**config.mk**
```make
export PLATFORM = sky130hd
export DESIGN_NAME = instr_encoder_flat
export DESIGN_NICKNAME = d
export VERILOG_FILES = /design/src/rtl/instr_encoder_if.sv /design/src/rtl/instr_encoder.sv /design/src/flat_wrapper.sv
export SDC_FILE = /design/constraint.sdc
export NUM_CORES = 1
export LEC_CHECK = 0
export CAP_MARGIN = 25
export CORE_UTILIZATION = 40
export DETAILED_ROUTE_END_ITERATION = 8
export MAX_ROUTING_LAYER = met4
export PLACE_DENSITY = 0.8
export SKIP_LAST_GASP = 1
export SYNTH_ARGS = -nofsm -noshare
export SYNTH_HDL_FRONTEND = slang
export SYNTH_SLANG_ARGS = --single-unit
```
**constraint.sdc**
```tcl
create_clock -name clk -period 2.25 [get_ports clk]
set_clock_uncertainty 0.1 [all_clocks]
set_input_delay 0.225 -clock clk [delete_from_list [all_inputs] [get_ports clk]]
set_output_delay 0.225 -clock clk [all_outputs]
set_load 0.005 [all_outputs]
```
**src/rtl/instr_encoder_if.sv**
```systemverilog
// ---------------------------------------------------------------------------
// instr_encoder_if
//   Bundles the command handshake from the loader front-end and the
//   instruction-memory write port of instr_encoder.
//
//   master : loader / testbench side (drives commands, observes writes)
//   slave  : encoder side
//
//   Signals
//     i_start, i_base_addr          arm encoder at a base address
//     i_valid / o_ready             command handshake
//     i_mnemonic, i_rs, i_rt, i_rd,
//     i_shamt, i_imm, i_target,
//     i_last                        symbolic command fields
//     o_wr_en, o_wr_addr, o_wr_data instruction-memory write port
//     o_count, o_err, o_done        status
// ---------------------------------------------------------------------------
interface instr_encoder_if #(
    parameter int NB_DATA = 32,
    parameter int NB_ADDR = 8,
    parameter int NB_MNEM = 6
);
    logic               i_start;
    logic [NB_ADDR-1:0] i_base_addr;
    logic               i_valid;
    logic               o_ready;
    logic [NB_MNEM-1:0] i_mnemonic;
    logic [4:0]         i_rs;
    logic [4:0]         i_rt;
    logic [4:0]         i_rd;
    logic [4:0]         i_shamt;
    logic [15:0]        i_imm;
    logic [25:0]        i_target;
    logic               i_last;
    logic               o_wr_en;
    logic [NB_ADDR-1:0] o_wr_addr;
    logic [NB_DATA-1:0] o_wr_data;
    logic [NB_ADDR:0]   o_count;
    logic               o_err;
    logic               o_done;

    modport master (
        output i_start, i_base_addr, i_valid, i_mnemonic,
               i_rs, i_rt, i_rd, i_shamt, i_imm, i_target, i_last,
        input  o_ready, o_wr_en, o_wr_addr, o_wr_data,
               o_count, o_err, o_done
    );

    modport slave (
        input  i_start, i_base_addr, i_valid, i_mnemonic,
               i_rs, i_rt, i_rd, i_shamt, i_imm, i_target, i_last,
        output o_ready, o_wr_en, o_wr_addr, o_wr_data,
               o_count, o_err, o_done
    );
endinterface

```
**src/rtl/instr_encoder.sv**
```systemverilog
// ---------------------------------------------------------------------------
// instr_encoder
//   Sequential MIPS-I instruction encoder. Accepts symbolic commands
//   (mnemonic code + fields) over a valid/ready handshake, packs each into a
//   32-bit word and writes it to consecutive instruction-memory addresses
//   starting at the base address given with i_start. One word per two
//   cycles: the accept edge registers the encoded word, the following cycle
//   is the single-cycle write strobe.
//
//   Ports
//     clk   : clock
//     i_rst : synchronous, active-high reset
//     bus   : instr_encoder_if.slave (command handshake, write port, status)
// ---------------------------------------------------------------------------
module instr_encoder #(
    parameter int NB_DATA = 32,
    parameter int NB_ADDR = 8,
    parameter int NB_MNEM = 6
) (
    input  logic                  clk,
    input  logic                  i_rst,
    instr_encoder_if.slave        bus
);

    // Mnemonic codes
    localparam logic [NB_MNEM-1:0] MN_SLL  = NB_MNEM'(0);
    localparam logic [NB_MNEM-1:0] MN_SRL  = NB_MNEM'(1);
    localparam logic [NB_MNEM-1:0] MN_SRA  = NB_MNEM'(2);
    localparam logic [NB_MNEM-1:0] MN_SLLV = NB_MNEM'(3);
    localparam logic [NB_MNEM-1:0] MN_SRLV = NB_MNEM'(4);
    localparam logic [NB_MNEM-1:0] MN_SRAV = NB_MNEM'(5);
    localparam logic [NB_MNEM-1:0] MN_ADDU = NB_MNEM'(6);
    localparam logic [NB_MNEM-1:0] MN_SUBU = NB_MNEM'(7);
    localparam logic [NB_MNEM-1:0] MN_AND  = NB_MNEM'(8);
    localparam logic [NB_MNEM-1:0] MN_OR   = NB_MNEM'(9);
    localparam logic [NB_MNEM-1:0] MN_XOR  = NB_MNEM'(10);
    localparam logic [NB_MNEM-1:0] MN_NOR  = NB_MNEM'(11);
    localparam logic [NB_MNEM-1:0] MN_SLT  = NB_MNEM'(12);
    localparam logic [NB_MNEM-1:0] MN_JR   = NB_MNEM'(13);
    localparam logic [NB_MNEM-1:0] MN_JALR = NB_MNEM'(14);
    localparam logic [NB_MNEM-1:0] MN_LB   = NB_MNEM'(15);
    localparam logic [NB_MNEM-1:0] MN_LH   = NB_MNEM'(16);
    localparam logic [NB_MNEM-1:0] MN_LW   = NB_MNEM'(17);
    localparam logic [NB_MNEM-1:0] MN_LBU  = NB_MNEM'(18);
    localparam logic [NB_MNEM-1:0] MN_LHU  = NB_MNEM'(19);
    localparam logic [NB_MNEM-1:0] MN_LWU  = NB_MNEM'(20);
    localparam logic [NB_MNEM-1:0] MN_SB   = NB_MNEM'(21);
    localparam logic [NB_MNEM-1:0] MN_SH   = NB_MNEM'(22);
    localparam logic [NB_MNEM-1:0] MN_SW   = NB_MNEM'(23);
    localparam logic [NB_MNEM-1:0] MN_ADDI = NB_MNEM'(24);
    localparam logic [NB_MNEM-1:0] MN_ANDI = NB_MNEM'(25);
    localparam logic [NB_MNEM-1:0] MN_ORI  = NB_MNEM'(26);
    localparam logic [NB_MNEM-1:0] MN_XORI = NB_MNEM'(27);
    localparam logic [NB_MNEM-1:0] MN_LUI  = NB_MNEM'(28);
    localparam logic [NB_MNEM-1:0] MN_SLTI = NB_MNEM'(29);
    localparam logic [NB_MNEM-1:0] MN_BEQ  = NB_MNEM'(30);
    localparam logic [NB_MNEM-1:0] MN_BNE  = NB_MNEM'(31);
    localparam logic [NB_MNEM-1:0] MN_J    = NB_MNEM'(32);
    localparam logic [NB_MNEM-1:0] MN_JAL  = NB_MNEM'(33);
    localparam logic [NB_MNEM-1:0] MN_HALT = NB_MNEM'(63);

    localparam logic [31:0] HALT_WORD = 32'hFFFF_FFFF;

    typedef enum logic [1:0] {
        S_IDLE   = 2'd0,
        S_ACCEPT = 2'd1,
        S_WRITE  = 2'd2,
        S_DONE   = 2'd3
    } state_t;

    typedef struct packed {
        logic               legal;
        logic               halt;
        logic [NB_DATA-1:0] word;
    } enc_t;

    // Packs one symbolic command. Fields the instruction does not use are
    // forced to zero so the image is canonical regardless of what the
    // front-end left on those inputs.
    function automatic enc_t encode(
        input logic [NB_MNEM-1:0] mnem,
        input logic [4:0]         rs,
        input logic [4:0]         rt,
        input logic [4:0]         rd,
        input logic [4:0]         shamt,
        input logic [15:0]        imm,
        input logic [25:0]        target
    );
        enc_t       e;
        logic [5:0] code;
        e.legal = 1'b1;
        e.halt  = 1'b0;
        e.word  = '0;
        code    = 6'd0;
        case (mnem)
            // Constant shifts: rs unused
            MN_SLL, MN_SRL, MN_SRA: begin
                case (mnem)
                    MN_SLL:  code = 6'h00;
                    MN_SRL:  code = 6'h02;
                    default: code = 6'h03;
                endcase
                e.word = {6'b0, 5'b0, rt, rd, shamt, code};
            end
            // Register-register ALU ops: shamt unused
            MN_SLLV, MN_SRLV, MN_SRAV, MN_ADDU, MN_SUBU, MN_AND,
            MN_OR, MN_XOR, MN_NOR, MN_SLT: begin
                case (mnem)
                    MN_SLLV: code = 6'h04;
                    MN_SRLV: code = 6'h06;
                    MN_SRAV: code = 6'h07;
                    MN_ADDU: code = 6'h21;
                    MN_SUBU: code = 6'h23;
                    MN_AND:  code = 6'h24;
                    MN_OR:   code = 6'h25;
                    MN_XOR:  code = 6'h26;
                    MN_NOR:  code = 6'h27;
                    default: code = 6'h2A;
                endcase
                e.word = {6'b0, rs, rt, rd, 5'b0, code};
            end
            MN_JR:   e.word = {6'b0, rs, 15'b0, 6'h08};
            MN_JALR: e.word = {6'b0, rs, 5'b0, rd, 5'b0, 6'h09};
            MN_LB, MN_LH, MN_LW, MN_LBU, MN_LHU, MN_LWU, MN_SB, MN_SH,
            MN_SW, MN_ADDI, MN_ANDI, MN_ORI, MN_XORI, MN_SLTI,
            MN_BEQ, MN_BNE: begin
                case (mnem)
                    MN_LB:   code = 6'h20;
                    MN_LH:   code = 6'h21;
                    MN_LW:   code = 6'h23;
                    MN_LBU:  code = 6'h24;
                    MN_LHU:  code = 6'h25;
                    MN_LWU:  code = 6'h27;
                    MN_SB:   code = 6'h28;
                    MN_SH:   code = 6'h29;
                    MN_SW:   code = 6'h2B;
                    MN_ADDI: code = 6'h08;
                    MN_ANDI: code = 6'h0C;
                    MN_ORI:  code = 6'h0D;
                    MN_XORI: code = 6'h0E;
                    MN_SLTI: code = 6'h0A;
                    MN_BEQ:  code = 6'h04;
                    default: code = 6'h05;
                endcase
                e.word = {code, rs, rt, imm};
            end
            // LUI has no source register
            MN_LUI:  e.word = {6'h0F, 5'b0, rt, imm};
            MN_J:    e.word = {6'h02, target};
            MN_JAL:  e.word = {6'h03, target};
            MN_HALT: begin
                e.word = HALT_WORD;
                e.halt = 1'b1;
            end
            default: e.legal = 1'b0;
        endcase
        return e;
    endfunction

    state_t             state_q;
    state_t             state_d;
    enc_t               enc;
    logic               ready;
    logic               wr_en;
    logic               done;
    logic               accept_fire;

    logic [NB_ADDR-1:0] ptr_q;
    logic               addr_full_q;   // last address already written
    logic [NB_ADDR:0]   count_q;
    logic               err_q;
    logic [NB_DATA-1:0] cmd_word_p0;
    logic               cmd_last_p0;

    always_comb begin
        enc = encode(bus.i_mnemonic, bus.i_rs, bus.i_rt, bus.i_rd,
                     bus.i_shamt, bus.i_imm, bus.i_target);
    end

    assign accept_fire = ready && bus.i_valid;

    always_ff @(posedge clk) begin
        if (i_rst) begin
            state_q <= S_IDLE;
        end else begin
            state_q <= state_d;
        end
    end

    always_comb begin
        state_d = state_q;
        ready   = 1'b0;
        wr_en   = 1'b0;
        done    = 1'b0;
        case (state_q)
            S_IDLE: begin
                if (bus.i_start) state_d = S_ACCEPT;
            end
            S_ACCEPT: begin
                ready = 1'b1;
                if (bus.i_valid && enc.legal) begin
                    // A legal command with no address left ends the program
                    state_d = addr_full_q ? S_DONE : S_WRITE;
                end
            end
            S_WRITE: begin
                // Reset during the write cycle suppresses the strobe so a
                // half-issued write never reaches memory.
                wr_en   = !i_rst;
                state_d = cmd_last_p0 ? S_DONE : S_ACCEPT;
            end
            S_DONE: begin
                done    = 1'b1;
                state_d = S_IDLE;
            end
            default: state_d = S_IDLE;
        endcase
    end

    // ---- accept stage (p0): register encoded word; write stage: advance ----
    always_ff @(posedge clk) begin
        if (i_rst) begin
            ptr_q       <= '0;
            addr_full_q <= 1'b0;
            count_q     <= '0;
            err_q       <= 1'b0;
            cmd_word_p0 <= '0;
            cmd_last_p0 <= 1'b0;
        end else begin
            case (state_q)
                S_IDLE: begin
                    if (bus.i_start) begin
                        ptr_q       <= bus.i_base_addr;
                        addr_full_q <= 1'b0;
                        count_q     <= '0;
                        err_q       <= 1'b0;
                    end
                end
                S_ACCEPT: begin
                    if (accept_fire) begin
                        if (!enc.legal || addr_full_q) begin
                            err_q <= 1'b1;
                        end else begin
                            cmd_word_p0 <= enc.word;
                            cmd_last_p0 <= bus.i_last || enc.halt;
                        end
                    end
                end
                S_WRITE: begin
                    // Pointer saturates at the top address instead of wrapping
                    if (ptr_q == '1) begin
                        addr_full_q <= 1'b1;
                    end else begin
                        ptr_q <= ptr_q + NB_ADDR'(1);
                    end
                    count_q <= count_q + (NB_ADDR+1)'(1);
                end
                default: ;
            endcase
        end
    end

    assign bus.o_ready   = ready;
    assign bus.o_wr_en   = wr_en;
    assign bus.o_wr_addr = ptr_q;
    assign bus.o_wr_data = cmd_word_p0;
    assign bus.o_count   = count_q;
    assign bus.o_err     = err_q;
    assign bus.o_done    = done;

endmodule

```
**src/flat_wrapper.sv**
```systemverilog
// flat-port wrapper written by rule: the top's interface ports become plain ports
module instr_encoder_flat 
#(
    parameter int NB_DATA = 32,
    parameter int NB_ADDR = 8,
    parameter int NB_MNEM = 6
)
  (clk, i_rst, bus_i_start, bus_i_base_addr, bus_i_valid, bus_i_mnemonic, bus_i_rs, bus_i_rt, bus_i_rd, bus_i_shamt, bus_i_imm, bus_i_target, bus_i_last, bus_o_ready, bus_o_wr_en, bus_o_wr_addr, bus_o_wr_data, bus_o_count, bus_o_err, bus_o_done);
  instr_encoder_if #(.NB_DATA(NB_DATA), .NB_ADDR(NB_ADDR), .NB_MNEM(NB_MNEM)) bus_i ();
  input  logic clk;
  input  logic i_rst;
  input wire logic [$bits(bus_i.i_start)-1:0] bus_i_start;
  input wire logic [$bits(bus_i.i_base_addr)-1:0] bus_i_base_addr;
  input wire logic [$bits(bus_i.i_valid)-1:0] bus_i_valid;
  input wire logic [$bits(bus_i.i_mnemonic)-1:0] bus_i_mnemonic;
  input wire logic [$bits(bus_i.i_rs)-1:0] bus_i_rs;
  input wire logic [$bits(bus_i.i_rt)-1:0] bus_i_rt;
  input wire logic [$bits(bus_i.i_rd)-1:0] bus_i_rd;
  input wire logic [$bits(bus_i.i_shamt)-1:0] bus_i_shamt;
  input wire logic [$bits(bus_i.i_imm)-1:0] bus_i_imm;
  input wire logic [$bits(bus_i.i_target)-1:0] bus_i_target;
  input wire logic [$bits(bus_i.i_last)-1:0] bus_i_last;
  output wire logic [$bits(bus_i.o_ready)-1:0] bus_o_ready;
  output wire logic [$bits(bus_i.o_wr_en)-1:0] bus_o_wr_en;
  output wire logic [$bits(bus_i.o_wr_addr)-1:0] bus_o_wr_addr;
  output wire logic [$bits(bus_i.o_wr_data)-1:0] bus_o_wr_data;
  output wire logic [$bits(bus_i.o_count)-1:0] bus_o_count;
  output wire logic [$bits(bus_i.o_err)-1:0] bus_o_err;
  output wire logic [$bits(bus_i.o_done)-1:0] bus_o_done;
  assign bus_i.i_start = bus_i_start;
  assign bus_i.i_base_addr = bus_i_base_addr;
  assign bus_i.i_valid = bus_i_valid;
  assign bus_i.i_mnemonic = bus_i_mnemonic;
  assign bus_i.i_rs = bus_i_rs;
  assign bus_i.i_rt = bus_i_rt;
  assign bus_i.i_rd = bus_i_rd;
  assign bus_i.i_shamt = bus_i_shamt;
  assign bus_i.i_imm = bus_i_imm;
  assign bus_i.i_target = bus_i_target;
  assign bus_i.i_last = bus_i_last;
  assign bus_o_ready = bus_i.o_ready;
  assign bus_o_wr_en = bus_i.o_wr_en;
  assign bus_o_wr_addr = bus_i.o_wr_addr;
  assign bus_o_wr_data = bus_i.o_wr_data;
  assign bus_o_count = bus_i.o_count;
  assign bus_o_err = bus_i.o_err;
  assign bus_o_done = bus_i.o_done;
  instr_encoder #(.NB_DATA(NB_DATA), .NB_ADDR(NB_ADDR), .NB_MNEM(NB_MNEM)) u_core (.clk(clk), .i_rst(i_rst), .bus(bus_i));
endmodule
```
==> flow_summary.ini <==
[critical_path]
r2r_slack_ps = 110
crit_start = bus_i_mnemonic[3]
required_ps = 2380
arrival_ps = 2400
r2r.worst_path.cells = 8
slowest_delay_ps = 400
crit_type = in -> reg
path_max_fanout = 8
worst_path_most_repeated_cell = buf_12
path_cells = dlygate4sd2_1 -> buf_6 -> or2_4 -> o221a_4 -> a311oi_4 -> a31oi_4 -> buf_12 -> buf_12 -> buf_16 -> a211oi_2
cp_slowest_cell = a311oi_4
start_kind = input port
crit_end = u_core.bus.o_wr_data[21]
end_kind = flop
r2r_end = u_core.bus.o_wr_data[10]
worstReg2RegStart = u_core.state_q[0]

[place]
preCtsSetupSlack_ps = -516
io_buffers = 133
globalplace.congestion = 0.927
placedCellCount = 674
placed_area_sq_mm = 0.00517
place_hpwl_microns = 9150

[synthesis]
async_reset_ff_frac = 0
synth.area.mux_share = 0.0183
yosysSeqAreaShare = 0.323
synth_top_area_cell = dfxtp_1
synth.avg_cell_area_sq_um = 8.18
synth-edff-count = 0
synth_cell_types = 59
synth.top_cell.area_share = 0.323
synth_area_sq_mm = 0.00334
synthMostInstantiatedCell = nor2_1
dominantRegCellSynth = dfxtp_1
yosys.area_share.simple = 0.210
yosys-top-cells-area = dfxtp_1 (32%), nor2_1 (6.8%), a211oi_2 (5.2%)
syn_nets = 497
synth_top_family_by_area = compound AO/OA/AOI/OAI gates
synth_compound_area_frac = 0.363
ys_seq_elements = 54
synth_commonest_cells = nor2_1 (61), dfxtp_1 (54), nand2_1 (32), a21oi_1 (23)
synthCells = 409
yosysWarningCount = 0
synthXorXnorAreaFrac = 0.00262
synthAdderAreaFrac = 0.0262

[sta]
tns_ps = -23.4
worst_pin_slew_ps = 786
drv_slew = 0
min_period_ps = 2270
whs_ps = 168
min_period_over_period = 1.01
relSlewSlack = 0.471
fmax_mhz = 440
hold_violations = 0
fin_ws_ps = -21.8
setup_viol = 3

[clocking]
cts_tree = yes
numCtsBuffers = 5
clock-sinks = 54
clk_pin_slew_ps = 100
cts.path.max_buffers = 2
cts_hold_buf = 0
cts_root_buf = clkbuf_8
cts_max_level = 2
clk_latency_ps = 310

[routing]
dr.pass1.iters = 5
antenna_left = 0
met2_length_microns = 6180
dr_wl_met3_microns = 837
highest_layer = met4
drtIter0Drc = 196
routed_wl_microns = 12600
wl_met1_microns = 5250
via_count = 4038
viasPerCell = 5.76
route.detailed.wl_per_inst_microns = 18.0
drc = 0

[final_layout]
antenna_cells = 0
drive_above_1_share = 0.249
fillers = 633
stdcell_area_sq_mm = 0.00563
final_nets = 687
area_delta_synth_final_pct = 68.2
seq_area_sq_mm = 0.00108
instances_no_fill = 701
utilization = 0.713
multi_input_area_sq_mm = 0.00218

[pwr]
leakage_nw = 2.13
p_total_mw = 2.36
ir_worst_vdd_mv = 0.275
power_density_mw_per_mm2 = 419

[die]
core-area_sq_mm = 0.00789
ios = 134
fp-row-count = 32
die_x_microns = 93.4
die_area_sq_mm = 0.00873
fp.dieH_microns = 93.4
initial_core_util = 0.424

[outcome]
status = complete, but fails checks
violations = negative setup slack

[job]
maxCapViolCount = 0

[global_route]
grtUsageTotal = 0.303
grt_pass1_vias = 4089
antenna_found_initial = 0
grt_start_max_net_pins = 31
overflow = 0
grt_pass1_wl_microns = 20000

[min_path]
worstHoldPathType = in -> reg
holdPathStages = 2
==> per-layer routing <==
layer | global-route usage | up-vias
li1 | - | 1921
met1 | 0.345 | 1922
met2 | 0.525 | 164
met3 | 0.0659 | 31
met4 | 0.103 | 0
met5 | - | -
==> sequential cells by signal, indices dropped and copies added, names as in the netlist <==
name                  count
u_core.addr_full_q        1
u_core.bus.o_count        9
u_core.bus.o_err          1
u_core.bus.o_wr_addr      8
u_core.bus.o_wr_data     32
u_core.cmd_last_p0        1
u_core.state_q            2
==> critical path, delay by kind of cell <==
| kind | cells | cell delay [ps] |
|---|---|---|
| AOI/OAI and AO/OA | 4 | 1110 |
| buffers and inverters | 5 | 820 |
| and+or+nand+nor | 1 | 230 |
==> cell families after synthesis <==
logic type      Yosys count
compound gates          149
xor+xnor                  1
fa+ha+maj                 7
buf+inv                  43
flops                    54
mux                       6
simple gates            149
==> power breakdown <==
group	leakage [nW]	internal, mW	switching, mW
registers	0.438	0.997	0.0341
logic	1.65	0.440	0.336
clock network	0.0444	0.216	0.333
==> cell type report <==
cell class	instances	share of cell area
inverter	6	0.00400
clock buffer	5	0.0122
sequential	54	0.192
tap	102	0.0227
multi-input combinational	312	0.387
clock inverter	2	0.00245
timing repair buffer	220	0.379
==> placed cells by master (no fill, tap or decap), types with 4 or more instances in the layout <==
cell type,n
a211oi_1,7
a211oi_2,15
a21oi_1,23
a221oi_1,14
a221oi_2,4
a222oi_1,5
a22oi_1,5
a311oi_2,5
a31oi_1,11
and3_1,5
buf_12,5
buf_4,70
buf_6,7
clkbuf_8,5
clkdlybuf4s50_1,126
dfxtp_1,54
inv_1,5
mux2i_1,5
nand2_1,31
nand2b_1,6
nand3_1,14
nor2_1,60
nor2b_1,4
nor3_1,5
o21a_1,6
o21ai_0,16
o21bai_1,5
or2_2,4
==> what timing repair did <==
action	CTS	global route
buffers inserted	12	4
gates resized for setup	35	11
pin swaps	9	7
gates cloned	5	0
endpoints found under the setup margin	34	30
==> worst min-delay path by stage <==
stage	start	to	slack (ps)
floorplan	bus_i_base_addr[0]	u_core.bus.o_wr_addr[0]	280
global placement	u_core.bus.o_err	u_core.bus.o_err	350
detailed placement	u_core.bus.o_err	u_core.bus.o_err	370
CTS	i_rst	u_core.state_q[1]	160
global route	i_rst	u_core.state_q[1]	170
finish	i_rst	u_core.bus.o_wr_addr[6]	170
Power figures use the tool's default switching activity.
